<file path="config.mk">
export PLATFORM = sky130hd
export DESIGN_NAME = uart_rx_os
export DESIGN_NICKNAME = d
export VERILOG_FILES = /design/src/rtl/uart_rx_os.sv
export SDC_FILE = /design/constraint.sdc
export NUM_CORES = 1
export LEC_CHECK = 0
export BUFFER_PORTS_ARGS = -buffer_cell sky130_fd_sc_hd__buf_2
export CORE_MARGIN = 8
export CORE_UTILIZATION = 55
export DETAILED_ROUTE_END_ITERATION = 7
export GPL_ROUTABILITY_DRIVEN = 0
export HOLD_SLACK_MARGIN = 0.06
export PLACE_DENSITY = 0.81
export SLEW_MARGIN = 20
export SYNTH_ARGS = -nofsm -noshare
export SYNTH_HDL_FRONTEND = slang
export SYNTH_SLANG_ARGS = --single-unit
</file>
<file path="constraint.sdc">
create_clock -name CLK -period 6.5 [get_ports CLK]
set_input_delay 0.65 -clock CLK [delete_from_list [all_inputs] [get_ports CLK]]
set_output_delay 0.65 -clock CLK [all_outputs]
set_load 0.01 [all_outputs]
</file>
<file path="src/rtl/uart_rx_os.sv">
// Oversampling UART receiver: runtime prescaler, 5..9 data bits, optional
// even/odd parity, 2-flop RXD synchroniser and 3-sample majority voting.
module uart_rx_os #(
    parameter int DATA_WIDTH     = 8,
    parameter int PRESCALE_WIDTH = 6
) (
    input  logic                      CLK,
    input  logic                      RST,
    input  logic                      RXD,
    input  logic                      PARITY_EN,
    input  logic                      PARITY_TYPE,
    input  logic [PRESCALE_WIDTH-1:0] PRESCALE,
    output logic [DATA_WIDTH-1:0]     RXDATA,
    output logic                      VALID_RX,
    output logic                      PARITY_ERROR,
    output logic                      STOP_ERROR,
    output logic                      BUSY
);

    localparam int BIT_W = $clog2(DATA_WIDTH);
    localparam logic [PRESCALE_WIDTH-1:0] P_ONE = PRESCALE_WIDTH'(1);
    localparam logic [PRESCALE_WIDTH-1:0] P_MIN = PRESCALE_WIDTH'(4);

    typedef enum logic [2:0] {IDLE, START, DATA, PARITY, STOP} state_t;

    state_t                    state_reg, state_next;
    logic                      rx_meta_reg, rxs_reg;
    logic [PRESCALE_WIDTH-1:0] cnt_reg, cnt_next;
    logic [PRESCALE_WIDTH-1:0] p_reg, p_next;
    logic                      pen_reg, pen_next;
    logic                      ptype_reg, ptype_next;
    logic [1:0]                samp_reg, samp_next;
    logic [BIT_W-1:0]          bit_idx_reg, bit_idx_next;
    logic [DATA_WIDTH-1:0]     shift_reg, shift_next;
    logic                      perr_reg, perr_next;
    logic [DATA_WIDTH-1:0]     rxdata_reg, rxdata_next;
    logic                      valid_reg, valid_next;
    logic                      perr_out_reg, perr_out_next;
    logic                      serr_out_reg, serr_out_next;

    logic [PRESCALE_WIDTH-1:0] half;
    logic                      wrap, decide, majority;

    assign half     = p_reg >> 1;
    assign wrap     = (cnt_reg == p_reg - P_ONE);
    assign decide   = (cnt_reg == half + P_ONE);
    // Third vote is the live sample taken in the decision cycle itself.
    assign majority = (samp_reg[0] & samp_reg[1]) | (samp_reg[0] & rxs_reg) |
                      (samp_reg[1] & rxs_reg);

    always_comb begin
        state_next    = state_reg;
        cnt_next      = wrap ? '0 : cnt_reg + P_ONE;
        p_next        = p_reg;
        pen_next      = pen_reg;
        ptype_next    = ptype_reg;
        samp_next     = samp_reg;
        bit_idx_next  = bit_idx_reg;
        shift_next    = shift_reg;
        perr_next     = perr_reg;
        rxdata_next   = rxdata_reg;
        valid_next    = 1'b0;
        perr_out_next = 1'b0;
        serr_out_next = 1'b0;

        if (cnt_reg == half - P_ONE) samp_next[0] = rxs_reg;
        if (cnt_reg == half)         samp_next[1] = rxs_reg;

        case (state_reg)
            IDLE: begin
                cnt_next = '0;
                if (!rxs_reg) begin
                    // The detection cycle itself is count 0 of the start bit.
                    state_next = START;
                    cnt_next   = P_ONE;
                    p_next     = (PRESCALE < P_MIN) ? P_MIN : PRESCALE;
                    pen_next   = PARITY_EN;
                    ptype_next = PARITY_TYPE;
                    perr_next  = 1'b0;
                end
            end
            START: begin
                if (decide && majority) begin
                    state_next = IDLE;
                    cnt_next   = '0;
                end else if (wrap) begin
                    state_next   = DATA;
                    bit_idx_next = '0;
                end
            end
            DATA: begin
                if (decide) shift_next = {majority, shift_reg[DATA_WIDTH-1:1]};
                if (wrap) begin
                    if (bit_idx_reg == BIT_W'(DATA_WIDTH - 1))
                        state_next = pen_reg ? PARITY : STOP;
                    else
                        bit_idx_next = bit_idx_reg + BIT_W'(1);
                end
            end
            PARITY: begin
                if (decide) perr_next = (majority != ((^shift_reg) ^ ptype_reg));
                if (wrap) state_next = STOP;
            end
            STOP: begin
                if (decide) begin
                    state_next    = IDLE;
                    cnt_next      = '0;
                    rxdata_next   = shift_reg;
                    serr_out_next = ~majority;
                    perr_out_next = perr_reg;
                    valid_next    = majority & ~perr_reg;
                end
            end
            default: begin
                state_next = IDLE;
                cnt_next   = '0;
            end
        endcase
    end

    always_ff @(posedge CLK) begin
        if (!RST) begin
            rx_meta_reg  <= 1'b1;
            rxs_reg      <= 1'b1;
            state_reg    <= IDLE;
            cnt_reg      <= '0;
            p_reg        <= P_MIN;
            pen_reg      <= 1'b0;
            ptype_reg    <= 1'b0;
            samp_reg     <= 2'b11;
            bit_idx_reg  <= '0;
            shift_reg    <= '0;
            perr_reg     <= 1'b0;
            rxdata_reg   <= '0;
            valid_reg    <= 1'b0;
            perr_out_reg <= 1'b0;
            serr_out_reg <= 1'b0;
        end else begin
            rx_meta_reg  <= RXD;
            rxs_reg      <= rx_meta_reg;
            state_reg    <= state_next;
            cnt_reg      <= cnt_next;
            p_reg        <= p_next;
            pen_reg      <= pen_next;
            ptype_reg    <= ptype_next;
            samp_reg     <= samp_next;
            bit_idx_reg  <= bit_idx_next;
            shift_reg    <= shift_next;
            perr_reg     <= perr_next;
            rxdata_reg   <= rxdata_next;
            valid_reg    <= valid_next;
            perr_out_reg <= perr_out_next;
            serr_out_reg <= serr_out_next;
        end
    end

    // A start seen in the end-of-frame cycle must not raise BUSY alongside the flags.
    assign BUSY         = (state_reg != IDLE) |
                          (~rxs_reg & ~(valid_reg | perr_out_reg | serr_out_reg));
    assign RXDATA       = rxdata_reg;
    assign VALID_RX     = valid_reg;
    assign PARITY_ERROR = perr_out_reg;
    assign STOP_ERROR   = serr_out_reg;

endmodule

</file>
==> metrics.txt <==
Worst Hold Depth 1; Comb pwr share 0.085; pin count of the biggest net entering global routing 39; number of buffers inserted by hold repair at cts 0; Worst R2R End shift_reg[6]$_SDFFE_PN0P_; max_cap viols 0; Die Span Y 82.4 µm; H-tree levels 2; Setup Buffers After CTS 0; most common cell after layout, fill and taps aside dfxtp_1; sequential share of the synthesized area 0.363; global-route usage over all layers 0.152; residual DRC count 0; TritonCTS Buffers 5; first-pass GRT wire length roughly 8000 µm; number of global-route vias before repair 1799; clock transition at the registers of the reported paths approximately 80 ps; n_diodes 0; Synth Instances around 270; port bufs 22; final worst slack ~3700 ps; internal power 369 µW; Final setup viols 0; final WL a little under 5000 µm; crit-path max FO 11; Cell Area, Placed 2540 µm²; Final min period 2840 ps; total die area 6790 µm²; Core ar. between 4000 and 5000 µm²; CTS tree yes; Max clock buf depth 2; syn_nets 292; Buf+Inv Stages, Crit Path 1; Flop pwr share 0.572; flops & latches, synth 44; Setup Crit Path Kind register to register; Post-synth EDFFs 0; nets@finish 306; # IOs 23; ys flop type dfxtp_1; DR vias/cell 5.74; max-slew violations 0; yosys warns 0; status completed; routed len/inst 14.2 µm; Hold Crit Start rx_meta_reg$_SDFF_PN1_; Post-DP HPWL 3590 µm; setup TNS 0 ps; initial antenna violation count 0; unrepaired setup endpoints after global routing false; post-synthesis cell area 2430 µm²; Worst R2R Start p_reg[2]$_SDFFE_PN1P_; finished layout cell area roughly 2600 µm²; Worst Setup Start Kind register; final hold violation count 0; layout cells sized above 1 0.125; r2r setup slk 3660 ps; Worst Hold Path EP rxs_reg$_SDFF_PN1_; Slowest-stage cell, CP or4_1; Worst-Margin Slew 707 ps; max incr delay on CP 600 ps; Pre-Repair DR Iteration Count 4; cts repair resizes 0; Clock Latency Late Sink around 300 ps; Slew headroom 0.525; num rows 24; sw power 123 µW; Switching Fraction 0.250; worst hold path type register to register; Die Wd 82.4 µm; initial detailed-routing violation count 131; CP delay by family, top simple AND/OR/NAND/NOR gates; crit path DAT roughly 3000 ps; Static Leak a little over 0.9 nW; pre-CTS setup slack 3680 ps; FF-to-FF path depth 8; grt ovf 0; DRT antenna net count 0; Fmax ~0.35 GHz; total clock sinks 44; CP cell instances inv_1, ha_1, xnor2_1, nand2_1, or4_1, nor4_4, mux2i_1, nor2b_1; clock share of power 0.343; Max Clock Skew 12.3 ps; distinct cell type count of the synthesized netlist 53; Crit. End Element register; Initial Utilization 0.565; most frequent cells in the layout 44 x dfxtp_1, 22 x buf_2, 21 x nand2_1, 19 x nor2_1, 19 x nor2b_1; Synth-to-Final Area Change 8.20%; Async S/R FF share, synth 0; fin crit share 0.437; Max VDD drop 0.138 mV; required time of the critical path 6690 ps; detailed-route via count 1958; clock root buffer clkbuf_8; Syn Area/Cell 8.85 µm²; power per cell area 188 nW/µm²
-- power by group through the flow --
stage | registers, mW | clock network (mW) | logic (mW)
2_1_floorplan | 0.283 | 0 | 0.0353
3_3_place_gp | 0.288 | 0 | 0.0409
3_5_place_dp | 0.288 | 0 | 0.0417
4_1_cts | 0.282 | 0.172 | 0.0422
5_1_grt | 0.283 | 0.180 | 0.0472
6_report | 0.282 | 0.169 | 0.0418
-- Yosys cell counts (all sizes together), types with 2 or more instances --
master	count	area, µm²
nor3	10	50.1
nor2b	19	119
inv	9	33.8
o31a	2	17.5
nand2	21	78.8
dfxtp	44	881
nand4	2	12.5
a21oi	3	15.0
xnor2	14	123
a21boi	8	60.1
mux2i	18	180
nand3b	2	15.0
a31oi	2	12.5
clkbuf	11	41.3
xor2	11	96.3
o21a	3	22.5
nand2b	10	62.6
o31ai	2	15.0
a22oi	2	15.0
a41oi	2	17.5
a211o	2	17.5
buf	5	27.5
and2	2	12.5
o311ai	5	51.3
ha	7	87.6
nor4	5	46.3
or3b	2	17.5
or4	2	15.0
or3	2	12.5
nor2	19	71.3
o2111ai	2	17.5
nand3	5	30.0
o21ai	6	30.0
or2	2	12.5
and3	2	12.5
-- worst reg2reg max path, delay by kind of cell, from the launching register on --
kind / cells / cell delay [ps]
DFF: 1 / 560
buffers and inverters: 1 / 120
and+or+nand+nor: 4 / 1320
muxes: 1 / 270
xor gates and xnor gates: 1 / 160
adders and majority gates: 1 / 300
-- how the worst max path moves through the flow --
stage / from / endpoint / slack (ps) / depth (start not counted)
6_report: p_reg[2]$_SDFFE_PN1P_ / shift_reg[6]$_SDFFE_PN0P_ / 3660 / 8
3_3_place_gp: p_reg[1]$_SDFFE_PN0P_ / shift_reg[6]$_SDFFE_PN0P_ / 3780 / 8
4_1_cts: p_reg[1]$_SDFFE_PN0P_ / shift_reg[6]$_SDFFE_PN0P_ / 3660 / 8
2_1_floorplan: p_reg[1]$_SDFFE_PN0P_ / shift_reg[0]$_SDFFE_PN0P_ / 4010 / 9
3_5_place_dp: p_reg[1]$_SDFFE_PN0P_ / shift_reg[6]$_SDFFE_PN0P_ / 3680 / 8
5_1_grt: p_reg[2]$_SDFFE_PN1P_ / shift_reg[6]$_SDFFE_PN0P_ / 3420 / 8
-- layout make-up --
cell class | count | area (µm²)
clock inverters | 1 | 8.76
fillers | 377 | 1670
inverters | 9 | 33.8
well taps | 52 | 65.1
repair buffers | 23 | 118
flip-flops and latches | 44 | 881
clock buffers | 7 | 76.3
multi-input cells | 205 | 1440
-- through the flow --
stage	power, mW	std cells	hold WS [ps]	util
4_1_cts	0.495	341	415	0.611
2_1_floorplan	0.319	274	386	-
3_3_place_gp	0.329	333	389	0.591
5_1_grt	0.510	341	423	0.611
6_report	0.492	341	411	0.611
3_5_place_dp	0.330	333	396	0.591
-- logic make-up after synthesis --
kind of cell	share of synthesized area
AOI/OAI and AO/OA	0.156
adders and majority gates	0.0361
muxes	0.0743
and+or+nand+nor	0.238
xor gates and xnor gates	0.0903
DFF	0.363
buffers and inverters	0.0423
-- routing by layer --
metal	routed length (µm)	track usage
met5	0	0
met4	98	0.0667
met3	146	0.0335
met2	2420	0.262
met1	2170	0.176
Power figures use the tool's default switching activity.
